<file path="src/rtl/vend_pkg.sv">
// ----------------------------------------------------------------------------
// vend_pkg
// Shared types and constants for the vending coin-acceptor path.
//   coin_state_t            : pulse-train decoder FSM states
//   CREDIT_W                : width of the credit value bus (16)
//   CNT_W                   : width of the internal timing/pulse counters (32)
//   DEFAULT_CENTS_PER_PULSE : default credit value of one acceptor pulse
//   credit_of()             : pulses * cents, truncated to CREDIT_W
// ----------------------------------------------------------------------------
package vend_pkg;

    localparam int unsigned CREDIT_W                = 16;
    localparam int unsigned CNT_W                   = 32;
    localparam int unsigned DEFAULT_CENTS_PER_PULSE = 5;

    typedef enum logic [2:0] {
        ST_IDLE = 3'd0,
        ST_HIGH = 3'd1,
        ST_GAP  = 3'd2,
        ST_EMIT = 3'd3,
        ST_JAM  = 3'd4
    } coin_state_t;

    // Credit for a finished train; upper product bits are deliberately dropped.
    function automatic logic [CREDIT_W-1:0] credit_of(
        input logic [CNT_W-1:0] pulses,
        input int unsigned      cents
    );
        logic [CNT_W-1:0] prod;
        prod = pulses * CNT_W'(cents);
        return CREDIT_W'(prod);
    endfunction

endpackage : vend_pkg

</file>
<file path="src/rtl/coin_sync.sv">
// ----------------------------------------------------------------------------
// coin_sync
// Two-flop synchroniser plus edge detect for the raw coin-acceptor pulse.
// Ports:
//   Clk, nRst   : clock, asynchronous active-low reset
//   i_async     : raw pulse, asynchronous to Clk
//   o_level     : synchronised level (registered)
//   o_rise_c    : one-cycle strobe on a synchronised rising edge
//   o_fall_c    : one-cycle strobe on a synchronised falling edge
// A level already high when reset releases never produces a rise strobe:
// rises are only reported once the input has been seen low after the
// synchroniser pipeline has filled with real samples.
// ----------------------------------------------------------------------------
module coin_sync (
    input  logic Clk,
    input  logic nRst,
    input  logic i_async,
    output logic o_level,
    output logic o_rise_c,
    output logic o_fall_c
);

    logic       r_meta;
    logic       r_sync;
    logic       r_prev;
    logic [1:0] r_fill;
    logic       r_armed;

    // Synchroniser, previous-level history and post-reset arming.
    always_ff @(posedge Clk or negedge nRst) begin
        if (!nRst) begin
            r_meta  <= 1'b0;
            r_sync  <= 1'b0;
            r_prev  <= 1'b0;
            r_fill  <= 2'b00;
            r_armed <= 1'b0;
        end else begin
            r_meta  <= i_async;
            r_sync  <= r_meta;
            r_prev  <= r_sync;
            r_fill  <= {r_fill[0], 1'b1};
            // r_fill[1] marks that r_sync now holds a genuine post-reset sample
            r_armed <= r_armed | (r_fill[1] & ~r_sync);
        end
    end

    assign o_level  = r_sync;
    assign o_rise_c = r_sync & ~r_prev & r_armed;
    assign o_fall_c = ~r_sync & r_prev;

endmodule : coin_sync

</file>
<file path="src/rtl/coin_pulse_decoder.sv">
// ----------------------------------------------------------------------------
// coin_pulse_decoder
// Decodes the pulse train of a coin acceptor into a credit value.  Pulses
// shorter than MinPulseCycles are glitches, a low gap of GapCycles ends a
// train, a train longer than MaxPulses or a stuck-high input is discarded
// with an error strobe.
// Ports:
//   Clk, nRst    : clock, asynchronous active-low reset
//   CoinPulse    : raw active-high acceptor pulse (asynchronous)
//   Enable       : coin acceptance permitted when high
//   Inhibit      : registered ~Enable, drives the acceptor reject line
//   CreditValid  : one-cycle strobe, a coin was decoded
//   CreditValue  : decoded value, held until the next CreditValid
//   ErrorPulse   : one-cycle strobe, a train was discarded
//   CoinCount    : accepted-coin counter
// Build option: define COIN_PULSE_STATS_EN to implement CoinCount (wraps at
// 65535); otherwise the counter is absent and CoinCount reads 0.
// ----------------------------------------------------------------------------
module coin_pulse_decoder
    import vend_pkg::*;
#(
    parameter int unsigned ClockFrequency = 50000000,
    parameter int unsigned GapTimeMs      = 150,
    parameter int unsigned MinPulseCycles = 50000,
    parameter int unsigned CentsPerPulse  = DEFAULT_CENTS_PER_PULSE,
    parameter int unsigned MaxPulses      = 20
) (
    input  logic                Clk,
    input  logic                nRst,
    input  logic                CoinPulse,
    input  logic                Enable,
    output logic                Inhibit,
    output logic                CreditValid,
    output logic [CREDIT_W-1:0] CreditValue,
    output logic                ErrorPulse,
    output logic [15:0]         CoinCount
);

    localparam int unsigned GapCycles = ClockFrequency / 1000 * GapTimeMs;

    logic              w_level;
    logic              w_rise;
    logic              w_fall;

    coin_state_t       r_state;
    coin_state_t       w_next_state;

    logic [CNT_W-1:0]  r_width;
    logic [CNT_W-1:0]  r_gap;
    logic [CNT_W-1:0]  r_count;
    logic [CNT_W-1:0]  w_width_nxt;
    logic [CNT_W-1:0]  w_count_nxt;
    logic              w_long_enough;
    logic              w_over_max;
    logic              w_jam;
    logic              w_gap_done;

    logic              w_credit_valid_d;
    logic              w_error_d;
    logic [CREDIT_W-1:0] w_credit_value_d;
    logic              w_count_inc;

    logic              r_inhibit;
    logic              r_credit_valid;
    logic              r_error;
    logic [CREDIT_W-1:0] r_credit_value;

    // Synchroniser and edge detect.
    coin_sync u_sync (
        .Clk      (Clk),
        .nRst     (nRst),
        .i_async  (CoinPulse),
        .o_level  (w_level),
        .o_rise_c (w_rise),
        .o_fall_c (w_fall)
    );

    // w_width_nxt is the pulse width including the current HIGH cycle.
    assign w_width_nxt   = r_width + CNT_W'(1);
    assign w_long_enough = (w_width_nxt >= CNT_W'(MinPulseCycles));
    assign w_count_nxt   = r_count + CNT_W'(1);
    assign w_over_max    = (w_count_nxt > CNT_W'(MaxPulses));
    assign w_jam         = w_level && (w_width_nxt >= CNT_W'(GapCycles));
    assign w_gap_done    = (r_gap >= CNT_W'(GapCycles - 1));

    // State register.
    always_ff @(posedge Clk or negedge nRst) begin
        if (!nRst) begin
            r_state <= ST_IDLE;
        end else begin
            r_state <= w_next_state;
        end
    end

    // Next-state logic; Enable low beats everything while a train is open,
    // and a rise beats the gap timeout.
    always_comb begin
        w_next_state = r_state;
        case (r_state)
            ST_IDLE: begin
                if (w_rise && Enable) begin
                    w_next_state = ST_HIGH;
                end
            end
            ST_HIGH: begin
                if (!Enable) begin
                    w_next_state = ST_IDLE;
                end else if (w_fall) begin
                    if (w_long_enough) begin
                        w_next_state = w_over_max ? ST_JAM : ST_GAP;
                    end else begin
                        w_next_state = (r_count != '0) ? ST_GAP : ST_IDLE;
                    end
                end else if (w_jam) begin
                    w_next_state = ST_JAM;
                end
            end
            ST_GAP: begin
                if (!Enable) begin
                    w_next_state = ST_IDLE;
                end else if (w_rise) begin
                    w_next_state = ST_HIGH;
                end else if (w_gap_done) begin
                    w_next_state = ST_EMIT;
                end
            end
            ST_EMIT: begin
                w_next_state = ST_IDLE;
            end
            ST_JAM: begin
                if (!w_level) begin
                    w_next_state = ST_IDLE;
                end
            end
            default: begin
                w_next_state = ST_IDLE;
            end
        endcase
    end

    // Output decode from transitions, so the registered strobes line up
    // with the EMIT cycle.  HIGH->JAM is the only error path, GAP->EMIT the
    // only credit path, hence the two strobes are mutually exclusive.
    always_comb begin
        w_credit_valid_d = 1'b0;
        w_error_d        = 1'b0;
        w_credit_value_d = r_credit_value;
        w_count_inc      = 1'b0;
        if (r_state == ST_GAP && w_next_state == ST_EMIT) begin
            w_credit_valid_d = 1'b1;
            w_credit_value_d = credit_of(r_count, CentsPerPulse);
        end
        if (r_state == ST_HIGH && w_next_state == ST_JAM) begin
            w_error_d = 1'b1;
        end
        if (r_state == ST_HIGH && w_next_state == ST_GAP && w_long_enough) begin
            w_count_inc = 1'b1;
        end
    end

    // Width, gap and pulse counters; each restarts when its state is left.
    always_ff @(posedge Clk or negedge nRst) begin
        if (!nRst) begin
            r_width <= '0;
            r_gap   <= '0;
            r_count <= '0;
        end else begin
            r_width <= (r_state == ST_HIGH && w_next_state == ST_HIGH) ? w_width_nxt : '0;
            r_gap   <= (r_state == ST_GAP && w_next_state == ST_GAP) ? r_gap + CNT_W'(1) : '0;
            if (w_next_state inside {ST_IDLE, ST_JAM}) begin
                r_count <= '0;
            end else if (w_count_inc) begin
                r_count <= w_count_nxt;
            end
        end
    end

    // Output registers.
    always_ff @(posedge Clk or negedge nRst) begin
        if (!nRst) begin
            r_inhibit      <= 1'b1;
            r_credit_valid <= 1'b0;
            r_error        <= 1'b0;
            r_credit_value <= '0;
        end else begin
            r_inhibit      <= ~Enable;
            r_credit_valid <= w_credit_valid_d;
            r_error        <= w_error_d;
            r_credit_value <= w_credit_value_d;
        end
    end

    assign Inhibit     = r_inhibit;
    assign CreditValid = r_credit_valid;
    assign ErrorPulse  = r_error;
    assign CreditValue = r_credit_value;

`ifdef COIN_PULSE_STATS_EN
    logic [15:0] r_coin_count;

    // Accepted-coin counter, advanced together with CreditValid.
    always_ff @(posedge Clk or negedge nRst) begin
        if (!nRst) begin
            r_coin_count <= '0;
        end else if (w_credit_valid_d) begin
            r_coin_count <= r_coin_count + 16'd1;
        end
    end

    assign CoinCount = r_coin_count;
`else
    assign CoinCount = '0;
`endif

endmodule : coin_pulse_decoder

</file>
<file path="config.mk">
export PLATFORM = sky130hd
export DESIGN_NAME = coin_pulse_decoder
export DESIGN_NICKNAME = d
export VERILOG_FILES = /design/src/rtl/vend_pkg.sv /design/src/rtl/coin_sync.sv /design/src/rtl/coin_pulse_decoder.sv
export SDC_FILE = /design/constraint.sdc
export NUM_CORES = 1
export LEC_CHECK = 0
export ABC_CLOCK_PERIOD_IN_PS = 3240
export CORE_MARGIN = 2
export CORE_UTILIZATION = 40
export CTS_CLUSTER_DIAMETER = 120
export DETAILED_ROUTE_END_ITERATION = 10
export PLACE_DENSITY = 0.65
export SLEW_MARGIN = 20
export SYNTH_ARGS = -nofsm -noshare
export SYNTH_HDL_FRONTEND = slang
export SYNTH_HIERARCHICAL = 1
export SYNTH_SLANG_ARGS = --single-unit
</file>
<file path="constraint.sdc">
create_clock -name Clk -period 3.24 [get_ports Clk]
set_input_delay 0.648 -clock Clk [delete_from_list [all_inputs] [get_ports Clk]]
set_output_delay 0.648 -clock Clk [all_outputs]
set_load 0.03 [all_outputs]
</file>
-- Word-level counts from Yosys, hierarchy flattened
Cells that the tools add are included.
- add/subtract/negate cells: 3
- multipliers: 1
- $lt $le $gt $ge: 4
- equality and inequality tests: 7
- mux-type cells: 19
- bitwise gates (word level): 8
- reduce and logical (&&, ||, !) cells: 13
- operators by type and width (operator ; count):
    $mux 32 ; 4
    $add 32x1->32 const B ; 3
    $ge 32x23->1 const B ; 2
    $ge 32x16->1 const B ; 1
    $gt 32x5->1 const B ; 1
    $mul 32x3->16 const B ; 1
    $reduce_bool 32->1 ; 1
    $mux 3 ; 10
    $pmux 3 s4 ; 1
    $eq 3x2->1 const B ; 3
    $logic_and 1x1->1 ; 8
    $eq 3x1->1 const B ; 2
    $eq 3x3->1 const B ; 2
    $logic_not 3->1 ; 2
    $and 1x1->1 ; 4
    $reduce_bool 2->1 ; 2
    $mux 1 ; 3
    $not 1->1 ; 3
    $mux 2 ; 1
    $or 1x1->1 ; 1
- flip-flop bits (word level): 124
- input port bits: 4
- output and inout port bits: 35
- logic and storage cells: 68

-- Longest topological paths before layout
- word-level depth: 13
- depth in mapped cells: 13
- depth with buffers taken out: 12

-- Hierarchy
Netlist, hierarchy kept.
- modules (own cells, without submodules) (module ; instances ; cells an instance ; area each (um2) ; sequential area each (um2)):
    coin_pulse_decoder ; 1 ; 749 ; 7198.2 ; 2954.1
    coin_sync ; 1 ; 11 ; 186.4 ; 150.1

-- Least setup slack after synthesis
Ideal clock, no wire load.
- kind: register -> register
- start point: register r_width[0]
- end point: register r_credit_value[10], in the netlist CreditValue[10]
- setup time: 0.125 ns
- arrival: 3.122 ns
- data required time: 3.115 ns
- path slack: -0.007 ns
- cell stages (with the launch flop): 13
- period minus slack after synthesis: 3.247 ns
- cell sequence: dfrtp_1 ha_1 clkbuf_1 and4_1 nand4_1 or3_1 xnor2_1 o211a_1 o41ai_4 a31oi_4 nor2_4 buf_8 mux2_4
- longest elaborated chain between the ends: 9
- elaborated cells between the ends (all ways): 11
- classes of those cells: 1 x add/sub; 2 x order compare; 1 x eq/ne; 5 x mux; 2 x reduce/logical
- RTL lines (what ; line ; source):
    from (decl) ; coin_pulse_decoder.sv:48 ; logic [CNT_W-1:0] r_width;
    from (signal assigned) ; coin_pulse_decoder.sv:168 ; r_width <= (r_state == ST_HIGH && w_next_state == ST_HIGH) ? w_width_nxt : '0;
    $add 32x1->32 * ; coin_pulse_decoder.sv:79 ; assign w_width_nxt = r_width + CNT_W'(1);
    $ge 32x23->1 ; coin_pulse_decoder.sv:83 ; assign w_jam = w_level && (w_width_nxt >= CNT_W'(GapCycles));
    $logic_and 1x1->1 ; coin_pulse_decoder.sv:83 ;
    $mux 3 ; coin_pulse_decoder.sv:114 ; end else if (w_jam) begin
    $mux 3 * ; coin_pulse_decoder.sv:108 ; end else if (w_fall) begin
    $mux 3 * ; coin_pulse_decoder.sv:106 ; if (!Enable) begin
    $pmux 3 s4 * ; coin_pulse_decoder.sv:99 ; case (r_state)
    $eq 3x2->1 * ; coin_pulse_decoder.sv:149 ; if (r_state == ST_GAP && w_next_state == ST_EMIT) begin
    $logic_and 1x1->1 * ; coin_pulse_decoder.sv:149 ;
    to (signal assigned) ; coin_pulse_decoder.sv:189 ; r_credit_value <= w_credit_value_d;
    to (decl) ; coin_pulse_decoder.sv:66 ; logic [CREDIT_W-1:0] r_credit_value;
Every way passes the cells marked *; elsewhere a longest branch is shown, timed or not.
A chain may end at the register's enable or synchronous reset.

-- Worst setup path in the final report
- start point: register r_width[1]
- end point: register r_credit_value[15], in the netlist CreditValue[15]
Same word-level chain as after synthesis.

==> reports/qor.csv <==
metric,value,unit
p_sw_frac,0.216,
yosysSeqAreaShare,0.420,
num_vias,5718,
synthFlopType,dfrtp_1,
critical-path-max-stage-delay,410,ps
seqPwrFrac,0.427,
yosysMostFrequentCell,dfrtp_1,
routedWlPerCell,14.7,microns
ys_ff_latch,124,
antenna_found_initial,0,
finalHoldViolCount,0,
max_freq,0.313,GHz
fill_cells,1685,
dp.cells,1041,
setup_viol,0,
routabilityCongestion,0.843,
min_period,3200,ps
total_power,3.67,mW
cp-start-kind,flop,
synthArstFlopShare,1.00,
worstPathMaxFanout,5,
drt-vias-per-instance,5.27,
power_frac_comb,0.031,
critPathSlowestCell,dfrtp_1,
worstPathArrival,3500,ps
final_nets,877,
grt_start_max_net_pins,51,
crit_required,3550,ps
synthCells,760,
holdCritPathClass,in -> async,
synth.avg_cell_area,9.72,sq um
cts_max_level,4,
path_clk_slew,60,ps
dp_hpwl,10.9,mm
clock_sinks,124,
grt_pass1_vias,5401,
yosys-top-cells-area,"dfrtp_1, ha_1, xnor2_1, nor2_1, xor2_1",
min_period_over_period,0.987,
die_area,19600,sq um
outcome,"complete, no violations",
dr.pass1.iters,5,
crit_chain,ha_2 -> and4_1 -> nand4_1 -> or3_4 -> xnor2_2 -> o211a_4 -> o41ai_4 -> a31oi_4 -> nor2_4 -> clkbuf_16 -> mux2_2,
yosysTopAreaCell,dfrtp_1,
netSwitchingPower,793,uW
synth_top_area_share,0.417,
num_io_pins,39,
finalClockSkew,16.9,ps
criticalPathCategory,reg -> reg,
rows,49,
numCtsBuffers,17,
grt-ovfl-total,0,
synth_edf_count,0,
cts_tree,built,
fin_setup_tns,0,ps
start_util,0.410,
drv_slew,0,
grt_pass1_wl,26.8,mm
insertion_delay,430,ps
worst_pin_slew,736,ps
clockBufferDepth,2,
drv_cap,0,
core_area,18000,sq um
leakage,4.01,nW
die_h,140,microns
postRouteAntennaNets,0,
power_density,408,nW/um^2
wl,16.0,mm
slew_headroom,0.505,
fp.dieW,140,microns
layout.cells.non_filler,1084,
root_buffer,clkbuf_16,
worstSetupEndpointType,flop,
drt_iter0_drc,298,
syn2layout_area_growth,21.8,%
grt_util_all_layers,0.168,
rsz0062_at_grt,yes,
numPortBuffers,22,
diodes,0,
hold_buffers,0,
ys_types,72,
irDropWorstVdd,0.379,mV
synthTopCellsByCount,"dfrtp_1, nor2_1, nand2_1",
synth_area,7380,sq um
clock_power_share,0.542,
p_int,2.88,mW
yosys_warnings,6,
drive_above_1_share,0.168,
drc,0,
-- registers in the layout (all words and copies together) (netlist names) --
register	flops
ErrorPulse	1
r_state	3
r_gap	32
Inhibit	1
r_count	32
u_sync/r_fill	2
CreditValue	16
u_sync/o_level	1
u_sync/r_meta	1
u_sync/r_armed	1
r_width	32
u_sync/r_prev	1
CreditValid	1
-- metal layers --
metal | track usage | share of wire | up-vias
li1 | - | - | 2850
met4 | 0.0526 | 0.012 | 0
met3 | 0.0368 | 0.032 | 19
met2 | 0.253 | 0.45 | 111
met1 | 0.241 | 0.50 | 2738
met5 | 0 | 0 | -
-- power by group through the flow --
| stage | Clock [mW] | Combinational, mW | Sequential (mW) |
|---|---|---|---|
| after floorplan | 0 | 0.0719 | 1.60 |
| after global placement | 0 | 0.114 | 1.59 |
| after detailed placement | 0 | 0.115 | 1.60 |
| after CTS | 2.03 | 0.115 | 1.57 |
| after global routing | 2.09 | 0.129 | 1.57 |
| final | 1.99 | 0.115 | 1.57 |
-- worst max-delay path, delay by kind of cell, from the launching register on --
| family | cells | cell delay, ps |
|---|---|---|
| buf+inv | 1 | 200 |
| mux | 1 | 320 |
| simple gates | 4 | 1030 |
| flops | 1 | 410 |
| compound gates | 3 | 740 |
| xor+xnor | 1 | 140 |
| fa+ha+maj | 1 | 210 |
-- logic make-up after synthesis --
kind of cell             count (synthesis)  synth area share
flip-flops                             124             0.420
AND/OR/NAND/NOR                        352             0.261
adder cells (fa/ha/maj)                 31            0.0535
AO/OA/AOI/OAI                           87            0.0876
buffers and inverters                   65            0.0474
other                                    2           0.00102
XOR/XNOR                                76            0.0901
multiplexers                            23            0.0385
-- path summary, 6_finish.rpt --
kind                                    startpoint  slack, ps                           to  cells after the start
min in group Clk           u_sync/r_meta$_DFF_PN0_        350     u_sync/o_level$_DFF_PN0_                      0
max reg2reg                   r_width[1]$_DFF_PN0_         40  CreditValue[15]$_DFFE_PN0P_                     11
min reg2reg                u_sync/r_meta$_DFF_PN0_        350     u_sync/o_level$_DFF_PN0_                      0
max                           r_width[1]$_DFF_PN0_         40  CreditValue[15]$_DFFE_PN0P_                     11
min                                           nRst        240          r_gap[25]$_DFF_PN0_                      1
max in group asynchronous                     nRst       2210        r_width[13]$_DFF_PN0_                      2
-- per-stage QoR --
step                setup WS (ps)  utilization  hold slack, ps  area [sq um]
floorplan                    43.5            -             331          7480
global placement             62.2        0.452             334          8150
detailed placement           47.1        0.452             337          8150
CTS                          22.9        0.486             273          8770
global route                 -112        0.499             304          8990
finish                       42.0        0.499             245          8990
-- repair_timing --
item | CTS | global route
endpoints found under the hold margin | 0 | 0
gates resized for setup | 0 | 22
setup buffers | 0 | 9
endpoints found under the setup margin | 0 | 49
-- cell usage in the layout, fill, tap and decap left out, drive strengths merged, types with 7 or more instances in the layout --
| cell | netlist | layout |
|---|---|---|
| xor2 | 35 | 35 |
| xnor2 | 41 | 41 |
| nand4 | 30 | 30 |
| ha | 30 | 30 |
| a31oi | 12 | 12 |
| dfrtp | 123 | 123 |
| and4 | 10 | 10 |
| nor4 | 18 | 18 |
| mux2 | 16 | 16 |
| conb | 2 | 26 |
| a21oi | 12 | 12 |
| nand2 | 44 | 44 |
| nor2 | 91 | 91 |
| o21ai | 13 | 13 |
| or3 | 11 | 11 |
| mux2i | 7 | 7 |
| buf | 29 | 60 |
| nor3 | 28 | 28 |
| and3 | 20 | 20 |
| nand3 | 35 | 35 |
| inv | 21 | 21 |
| clkbuf | 15 | 24 |
| nor2b | 35 | 35 |
| clkdlybuf4s50 | 0 | 21 |
-- cell type report --
type                            instances  area (sq um)  area share
Clock inverter                         10           138      0.0153
Clock buffer                           22           484      0.0538
Inverter                               21          78.8     0.00877
Tap cell                              229           287      0.0319
Sequential cell                       124          3110       0.345
Multi-Input combinational cell        595          4130       0.459
Timing Repair Buffer                   83           773      0.0860
Power figures use the tool's default switching activity.
